`config.mk`:
```
export PLATFORM = sky130hd
export DESIGN_NAME = video_clk_rst_seq
export DESIGN_NICKNAME = d
export VERILOG_FILES = /design/src/rtl/video_seq_pkg.sv /design/src/rtl/lock_sync.sv /design/src/rtl/video_clk_rst_seq.sv
export SDC_FILE = /design/constraint.sdc
export NUM_CORES = 1
export LEC_CHECK = 0
export BUFFER_PORTS_ARGS = -buffer_cell sky130_fd_sc_hd__buf_4
export CAP_MARGIN = 20
export CORE_MARGIN = 2
export CORE_UTILIZATION = 31
export CTS_BUF_LIST = sky130_fd_sc_hd__clkbuf_4
export DETAILED_ROUTE_END_ITERATION = 8
export GPL_TIMING_DRIVEN = 1
export PLACE_DENSITY = 0.52
export SLEW_MARGIN = 20
export SYNTH_ARGS = -nofsm -noshare
export SYNTH_HDL_FRONTEND = slang
export SYNTH_HIERARCHICAL = 1
export SYNTH_SLANG_ARGS = --single-unit
export TNS_END_PERCENT = 100
```
`constraint.sdc`:
```
create_clock -name clk -period 3.66 [get_ports clk]
set_clock_uncertainty 0.2 [all_clocks]
set_input_delay 0.549 -clock clk [delete_from_list [all_inputs] [get_ports clk]]
set_output_delay 0.549 -clock clk [all_outputs]
set_load 0.01 [all_outputs]
```
`src/rtl/video_seq_pkg.sv`:
```
// rtl/video_seq_pkg.sv - state encoding shared by the video clock/reset sequencer
package video_seq_pkg;

   localparam int STATE_W = 3;

   localparam logic [STATE_W-1:0] S_WAIT_MAIN = 3'd0;
   localparam logic [STATE_W-1:0] S_DIV_RST   = 3'd1;
   localparam logic [STATE_W-1:0] S_WAIT_SER  = 3'd2;
   localparam logic [STATE_W-1:0] S_TX_RST    = 3'd3;
   localparam logic [STATE_W-1:0] S_RUN       = 3'd4;
   localparam logic [STATE_W-1:0] S_FAULT     = 3'd5;

   typedef enum logic [STATE_W-1:0] {
      ST_WAIT_MAIN = S_WAIT_MAIN,
      ST_DIV_RST   = S_DIV_RST,
      ST_WAIT_SER  = S_WAIT_SER,
      ST_TX_RST    = S_TX_RST,
      ST_RUN       = S_RUN,
      ST_FAULT     = S_FAULT
   } seq_state_e;

endpackage

```
`src/rtl/lock_sync.sv`:
```
// rtl/lock_sync.sv - two-flop synchronizer for a PLL lock flag, clears to 0 on reset
module lock_sync (
   input  logic clk,
   input  logic rst,
   input  logic async_i,
   output logic sync_o
);

   logic meta_q;
   logic sync_q;

   always_ff @(posedge clk or posedge rst) begin
      if (rst) begin
         meta_q <= 1'b0;
         sync_q <= 1'b0;
      end else begin
         meta_q <= async_i;
         sync_q <= meta_q;
      end
   end

   assign sync_o = sync_q;

endmodule

```
`src/rtl/video_clk_rst_seq.sv`:
```
// rtl/video_clk_rst_seq.sv - HDMI pixel-path bring-up/recovery sequencer on the 27 MHz board clock
// Optional: VIDEO_SEQ_AUTO_RETRY_EN makes the fault state retry after a timeout period.
module video_clk_rst_seq
   import video_seq_pkg::*;
#(
   parameter int unsigned LOCK_STABLE_CYC  = 1024,
   parameter int unsigned DIV_RST_CYC      = 16,
   parameter int unsigned TX_RST_CYC       = 64,
   parameter int unsigned LOCK_TIMEOUT_CYC = 1000000,
   parameter int unsigned CNT_W            = 20
) (
   input  logic               clk,
   input  logic               rst,
   input  logic               pll_lock,
   input  logic               ser_pll_lock,
   output logic               clkdiv_resetn,
   output logic               ser_pll_reset,
   output logic               tx_rst_n,
   output logic               disp_en,
   output logic               ready,
   output logic               fault,
   output logic [STATE_W-1:0] state_o,
   output logic [7:0]         lock_loss_cnt
);

   localparam logic [CNT_W-1:0] STABLE_LAST  = CNT_W'(LOCK_STABLE_CYC - 1);
   localparam logic [CNT_W-1:0] DIV_LAST     = CNT_W'(DIV_RST_CYC - 1);
   localparam logic [CNT_W-1:0] TX_LAST      = CNT_W'(TX_RST_CYC - 1);
   localparam logic [CNT_W-1:0] TIMEOUT_LAST = CNT_W'(LOCK_TIMEOUT_CYC - 1);

   logic main_s;
   logic ser_s;

   lock_sync u_main_sync (.clk(clk), .rst(rst), .async_i(pll_lock),     .sync_o(main_s));
   lock_sync u_ser_sync  (.clk(clk), .rst(rst), .async_i(ser_pll_lock), .sync_o(ser_s));

   seq_state_e       state_q, state_d;
   logic [CNT_W-1:0] cnt_q, cnt_d;
   logic [CNT_W-1:0] tcnt_q, tcnt_d;
   logic [7:0]       loss_q, loss_d;
   logic             main_lost;
   logic             ser_lost;
   logic             wait_lock;

   always_comb begin
      state_d   = state_q;
      cnt_d     = cnt_q + CNT_W'(1);
      tcnt_d    = '0;
      loss_d    = loss_q;
      wait_lock = (state_q == ST_WAIT_MAIN) ? main_s : ser_s;
      main_lost = !main_s && (state_q inside {ST_DIV_RST, ST_WAIT_SER, ST_TX_RST, ST_RUN});
      ser_lost  = !ser_s && (state_q inside {ST_TX_RST, ST_RUN});

      // Lock loss outranks any counter completing on the same edge; main loss outranks serial.
      if (main_lost || ser_lost) begin
         state_d = main_lost ? ST_WAIT_MAIN : ST_WAIT_SER;
         if (loss_q != 8'hFF) begin
            loss_d = loss_q + 8'd1;
         end
      end else begin
         case (state_q)
            ST_WAIT_MAIN, ST_WAIT_SER: begin
               tcnt_d = tcnt_q + CNT_W'(1);
               if (wait_lock && cnt_q == STABLE_LAST) begin
                  state_d = (state_q == ST_WAIT_MAIN) ? ST_DIV_RST : ST_TX_RST;
               end else if (tcnt_q == TIMEOUT_LAST) begin
                  state_d = ST_FAULT;
               end else if (!wait_lock) begin
                  cnt_d = '0;
               end
            end
            ST_DIV_RST: begin
               if (cnt_q == DIV_LAST) begin
                  state_d = ST_WAIT_SER;
               end
            end
            ST_TX_RST: begin
               if (cnt_q == TX_LAST) begin
                  state_d = ST_RUN;
               end
            end
            ST_RUN: begin
               cnt_d = '0;
            end
            default: begin
`ifdef VIDEO_SEQ_AUTO_RETRY_EN
               if (cnt_q == TIMEOUT_LAST) begin
                  state_d = ST_WAIT_MAIN;
               end
`else
               cnt_d = '0;
`endif
            end
         endcase
      end

      if (state_d != state_q) begin
         cnt_d  = '0;
         tcnt_d = '0;
      end
   end

   always_ff @(posedge clk or posedge rst) begin
      if (rst) begin
         state_q       <= ST_WAIT_MAIN;
         cnt_q         <= '0;
         tcnt_q        <= '0;
         loss_q        <= '0;
         clkdiv_resetn <= 1'b0;
         ser_pll_reset <= 1'b1;
         tx_rst_n      <= 1'b0;
         disp_en       <= 1'b0;
         ready         <= 1'b0;
         fault         <= 1'b0;
      end else begin
         state_q       <= state_d;
         cnt_q         <= cnt_d;
         tcnt_q        <= tcnt_d;
         loss_q        <= loss_d;
         clkdiv_resetn <= (state_d inside {ST_WAIT_SER, ST_TX_RST, ST_RUN});
         ser_pll_reset <= !(state_d inside {ST_WAIT_SER, ST_TX_RST, ST_RUN});
         tx_rst_n      <= (state_d == ST_RUN);
         disp_en       <= (state_d == ST_RUN);
         ready         <= (state_d == ST_RUN);
         fault         <= (state_d == ST_FAULT);
      end
   end

   assign state_o       = state_q;
   assign lock_loss_cnt = loss_q;

endmodule
```
==> run_results.csv, run 1 <==
group,metric,value,unit
grt,grt_pass1_wl,10100,um
finish,fin_cells,467,
pwr,p_sw,0.270,mW
timing,hold_viol,0,
job,drv_cap,0,
die,io_pins,21,
grt,grt_overflow,0,
timing,period_minus_slack,2.71,ns
critical_path,path_class,"reg2reg",
detailed_routing,avgRoutedWirePerCell,12.5,um
timing,drv_slew,0,
finish,antenna_cells,0,
pwr,leakage,1.54,nW
critical_path,required,3.79,ns
critical_path,worstPathMaxFanout,20,
pwr,p_comb_share,2.7,%
grt,antenna_found_initial,0,
hold_path,hold_path.class,"in2reg",
clock_network,clk_transition_reported_paths,0.10,ns
critical_path,endpoint_kind,"flop",
finish,post-route-util,35.7,%
pwr,p_clk_share,42.4,%
yosys,synth_area_leaders,"dfrtp_1, xor2_1, nor2_1",
yosys,synth_edf_count,0,
clock_network,clockBufferDepth,2,
placement,dp_hpwl,4050,um
detailed_routing,vias,2215,
yosys,yosys.cell_types.count,49,
yosys,synth_cells,310,
detailed_routing,route.detailed.drc,0,
placement,gp_congestion,0.829,
yosys,synth_nets,317,
clock_network,htreeDepth,3,
yosys,yosys_most_used_dff,"dfrtp_1",
clock_network,cts_sinks,59,
yosys,yosysSeqAreaShare,48.3,%
clock_network,cts_tree,"built",
yosys,syn_area,3060,um^2
yosys,synth_seq_cells,59,
detailed_routing,ant_nets,0,
placement,io_buffers,20,
timing,finalSetupTns,0,ns
timing,tightestPinTransition,0.828,ns
finish,syn_to_final_growth,13.0,%
critical_path,r2r_setup_slack,0.95,ns
timing,timing.final.ws_setup,0.946,ns
run_status,status,"complete, no violations",
clock_network,cts_root_buf,"clkbuf_4",
critical_path,critPathArrivalTime,2.84,ns
yosys,yosysMostFrequentCell,"dfrtp_1",
clock_network,ctsResizeCount,0,
clock_network,cts_made_buffers,9,
die,initial_core_util,31.6,%
die,die-area,10700,um^2
detailed_routing,initialDrtViolationCount,60,
die,fp-row-count,36,
finish,drive_above_1_share,17.1,%
die,fp.dieH,103,um
detailed_routing,drt_wl_total,5840,um
detailed_routing,first_pass_iters,4,
critical_path,critPathLaunchType,"flop",
yosys,synth_top_cell_area_share,47.4,%
finish,nNetsFinal,336,
timing,fin_crit_sh,74.2,%
pwr,switching_share,22.4,%
pwr,internal_power,0.934,mW
clock_network,insertion_delay,0.41,ns
yosys,synth_area_per_cell,9.87,um^2
timing,rsz0062_at_grt,"no",
pwr,ir_drop,0.136,mV
yosys,synth_commonest_cells,"dfrtp_1, nor2_1, xor2_1",
grt,grt_max_degree,39,
detailed_routing,drt-vias-per-instance,4.74,
pwr,power_density,348,nW/um^2
yosys,ys_warn_count,6,
grt,grt_pass1_vias,2145,
die,fp.dieW,103,um
timing,fmax,368,MHz
pwr,power_frac_seq,54.9,%
placement,dp.cells,450,
yosys,ys_async_sr_fraction,100,%
finish,fillers,978,
placement,pre_cts_ws,0.937,ns
timing,finalSetupViolCount,0,
grt,grt.total_usage,12.2,%
timing,slew_headroom,44.7,%
die,core,9680,um^2
yosys,yosysTopAreaCell,"dfrtp_1",
[critical path, cell delays in order, from the launching register on]
cell,delay [ns]
dfrtp_1,0.43
ha_1,0.25
and3_4,0.21
and4_4,0.18
a2111o_1,0.36
o31a_1,0.11
or4_4,0.73
nor2_1,0.17
[area by class of cell]
type | count | area (um^2) | area share, %
clock buffer | 9 | 67.6 | 1.95
clock inverter | 7 | 82.6 | 2.39
inverter | 10 | 37.5 | 1.09
multi-input combinational | 227 | 1460 | 42.2
sequential | 59 | 1480 | 42.7
tap | 133 | 166 | 4.81
timing repair buffer | 22 | 168 | 4.85
[per-stage QoR]
stage	power (mW)	area, um^2	hold slack [ns]
5_1_grt	1.26	3460	0.0140
3_5_place_dp	0.708	3300	0.146
6_report	1.20	3460	0.0505
4_1_cts	1.23	3460	0.0238
3_3_place_gp	0.707	3300	0.136
2_1_floorplan	0.698	3060	0.0902
[sequential cells by signal (all words and copies together) (netlist names), 3 cells and up]
| register | flops |
|---|---|
| state_o | 3 |
| lock_loss_cnt | 8 |
| tcnt_q | 20 |
| cnt_q | 20 |
[metal layers]
layer | vias up | share of wire (%) | GRT usage, %
met5 | - | 0 | 0
met4 | 0 | 2.0 | 6.07
met3 | 11 | 2.4 | 2.42
met2 | 31 | 46 | 19.0
met1 | 1073 | 49 | 16.1
li1 | 1100 | - | -
[cells by family (layout without fill, tap and decap cells)]
logic type	after synthesis	in the layout	synth area share (%)
xor gates and xnor gates	42	42	12.0
buffers and inverters	24	48	4.09
and+or+nand+nor	154	154	27.6
DFF	59	59	48.3
adders and majority gates	3	3	1.23
muxes	4	4	1.39
AOI/OAI and AO/OA	24	24	5.44
[power by group through the flow]
| stage | Combinational (mW) | Sequential (mW) | Clock, mW |
|---|---|---|---|
| final | 0.0323 | 0.661 | 0.511 |
| after global placement | 0.0332 | 0.674 | 0 |
| after CTS | 0.0342 | 0.661 | 0.530 |
| after floorplan | 0.0252 | 0.673 | 0 |
| after global routing | 0.0376 | 0.663 | 0.564 |
| after detailed placement | 0.0333 | 0.674 | 0 |
[repair_timing]
item                       4_1_cts  5_1_grt
hold buffers                     1        0
buffers inserted                 0        0
hold endpoints to repair         4        0
setup endpoints to repair        0        0
[cell usage in the layout, fill, tap and decap left out, types with 3 or more instances in the layout]
| cell type | instances |
|---|---|
| nor2_1 | 46 |
| buf_4 | 21 |
| ha_1 | 3 |
| and3_1 | 8 |
| clkinv_2 | 3 |
| dfrtp_1 | 58 |
| nor4_1 | 8 |
| nand2_1 | 24 |
| clkbuf_4 | 9 |
| a21oi_1 | 6 |
| nand4_1 | 11 |
| nor2_4 | 8 |
| xor2_1 | 25 |
| xnor2_1 | 17 |
| or3_1 | 3 |
| nand2b_1 | 3 |
| nor3_1 | 9 |
| nand3_1 | 17 |
| inv_1 | 9 |
| o21ai_0 | 4 |
[final timing paths]
path	cells after the start	endpoint	from
setup / recovery	7	cnt_q[9]	cnt_q[0]
hold / removal	1	u_ser_sync/meta_q	ser_pll_lock
setup reg to reg	7	cnt_q[9]	cnt_q[0]
hold reg to reg	0	u_ser_sync/sync_o	u_ser_sync/meta_q
max in group asynchronous	4	ser_pll_reset	rst
min in group asynchronous	3	u_ser_sync/sync_o	rst
Power figures use the tool's default switching activity.
==> run 2, diff against run 1 <==
==> constraint.sdc (replaced) <==
create_clock -name clk -period 2.8 [get_ports clk]
set_clock_uncertainty 0.2 [all_clocks]
set_input_delay 0.42 -clock clk [delete_from_list [all_inputs] [get_ports clk]]
set_output_delay 0.42 -clock clk [all_outputs]
set_load 0.01 [all_outputs]
==> run_results.csv, run 2 (synthesized netlist as in run 1, its figures left out) <==
group,metric,value,unit
grt,busiest_layer,"met2",
clock_network,cts_root_buf,"clkbuf_4",
grt,grt_pass1_wl,10000,um
detailed_routing,vias,2199,
timing,hold_viol,0,
detailed_routing,first_pass_iters,6,
grt,use_met1,15.9,%
grt,grtUsageMet2,18.3,%
grt,antenna_found_initial,0,
die,initial_core_util,31.6,%
die,die-area,10700,um^2
die,io_pins,21,
grt,met3_usage,2.62,%
timing,slew_headroom,62.0,%
critical_path,endpoint_kind,"flop",
timing,period_minus_slack,2.64,ns
critical_path,required,2.93,ns
detailed_routing,route.detailed.drc,0,
clock_network,cts_setup_buffers,0,
finish,mostFrequentLayoutCell,"dfrtp_1",
job,drv_cap,0,
finish,stdcell_area,3570,um^2
critical_path,reg2reg_depth,7,
placement,gp_congestion,0.806,
finish,antenna_cells,0,
clock_network,clk_transition_reported_paths,0.11,ns
critical_path,critPathLaunchType,"flop",
pwr,ir_drop,0.209,mV
finish,drive_above_1_share,19.0,%
critical_path,path_class,"reg2reg",
critical_path,r2r_setup_slack,0.16,ns
finish,syn_to_final_growth,16.5,%
timing,finalSetupTns,0,ns
detailed_routing,drt-vias-per-instance,4.63,
finish,fillers,991,
finish,final_cell_mix,"dfrtp_1, nor2_1, buf_4",
grt,grt_max_degree,35,
critical_path,r2r-end,"cnt_q[8]",
clock_network,cts_tree,"built",
hold_path,holdCritStartpoint,"u_ser_sync/meta_q",
hold_path,whs_endpoint,"u_ser_sync/sync_o",
timing,fin_hold_ws,0.162,ns
run_status,status,"complete, no violations",
detailed_routing,avgRoutedWirePerCell,12.1,um
timing,tightestPinTransition,0.565,ns
clock_network,htreeDepth,3,
critical_path,critPathArrivalTime,2.76,ns
critical_path,r2r-start,"cnt_q[0]",
critical_path,worstPathMaxFanout,20,
clock_network,insertion_delay,0.40,ns
timing,fin_crit_sh,94.2,%
die,fp.dieW,103,um
pwr,leakage,1.60,nW
hold_path,hold_path.class,"reg2reg",
die,fp-row-count,36,
grt,grt_overflow,0,
clock_network,cts_made_buffers,9,
timing,drv_slew,0,
pwr,power_density,471,nW/um^2
grt,grt.total_usage,11.9,%
grt,grt_pass1_vias,2122,
placement,dp_hpwl,3980,um
timing,rsz0062_at_grt,"no",
timing,fmax,379,MHz
detailed_routing,ant_nets,0,
clock_network,cts_sinks,59,
timing,finalSetupViolCount,0,
finish,nNetsFinal,344,
placement,io_buffers,20,
die,fp.dieH,103,um
clock_network,clockBufferDepth,2,
hold_path,min_path_cells,0,
die,core,9680,um^2
detailed_routing,drt_wl_total,5760,um
placement,dpl_cell_area,3350,um^2
detailed_routing,initialDrtViolationCount,71,
-- run 2: cell count changes in the layout (fill, tap and decap cells not counted), sizes merged --
cell and change:
clkbuf +1, buf +6, bufinv +1, dlygate4sd3 +2, clkinv -2
-- run 2: through the flow --
stage / worst slack [ns] / total power, mW / util (%) / cells
CTS: 0.0724 / 1.72 / 36.8 / 475
floorplan: 0.194 / 0.912 / - / 310
finish: 0.162 / 1.68 / 36.8 / 475
detailed placement: 0.0934 / 0.926 / 34.6 / 456
global route: 0.00837 / 1.76 / 36.8 / 475
global placement: 0.135 / 0.926 / 34.6 / 456
-- run 2: power by group --
part           total, mW  internal, mW  switching, mW
Combinational     0.0469        0.0156         0.0313
Clock              0.769         0.457          0.312
Sequential         0.864         0.858        0.00643
Total               1.68          1.33          0.350
-- run 2: per-layer routing --
layer / part of all wire (%) / wire length (um)
met5: 0 / 0
met4: 2.0 / 113
met3: 3.2 / 182
met2: 45 / 2590
met1: 50 / 2880
-- run 2: final cells by class --
class,count,area [um^2],area share (%)
Sequential cell,59,1480,41.4
Clock buffer,10,75.1,2.11
Tap cell,133,166,4.67
Multi-Input combinational cell,227,1460,40.9
Inverter,10,37.5,1.05
Timing Repair Buffer,30,245,6.88
Clock inverter,6,104,2.91
-- run 2: timing repair --
action | CTS | global route
hold buffers | 3 | 0
setup endpoints to repair | 0 | 19
hold endpoints to repair | 26 | 0
resized for setup | 0 | 1
-- run 2: critical path, stage by stage (launching register included) --
cell and delay (ns):
dfrtp_1 0.43, ha_2 0.22, and3_4 0.20, and4_4 0.17, a2111o_1 0.36, o31a_1 0.11, or4_4 0.70, nor2_1 0.18
-- run 2: how the worst max path moves through the flow --
stage / startpoint / endpoint / slack (ns) / cells past startpoint
3_5_place_dp: cnt_q[0] / cnt_q[6] / 0.09 / 7
3_3_place_gp: cnt_q[0] / cnt_q[6] / 0.13 / 7
2_1_floorplan: cnt_q[0] / cnt_q[15] / 0.19 / 9
6_report: cnt_q[0] / cnt_q[8] / 0.16 / 7
4_1_cts: cnt_q[0] / cnt_q[8] / 0.07 / 7
5_1_grt: cnt_q[0] / cnt_q[3] / 0.008 / 7
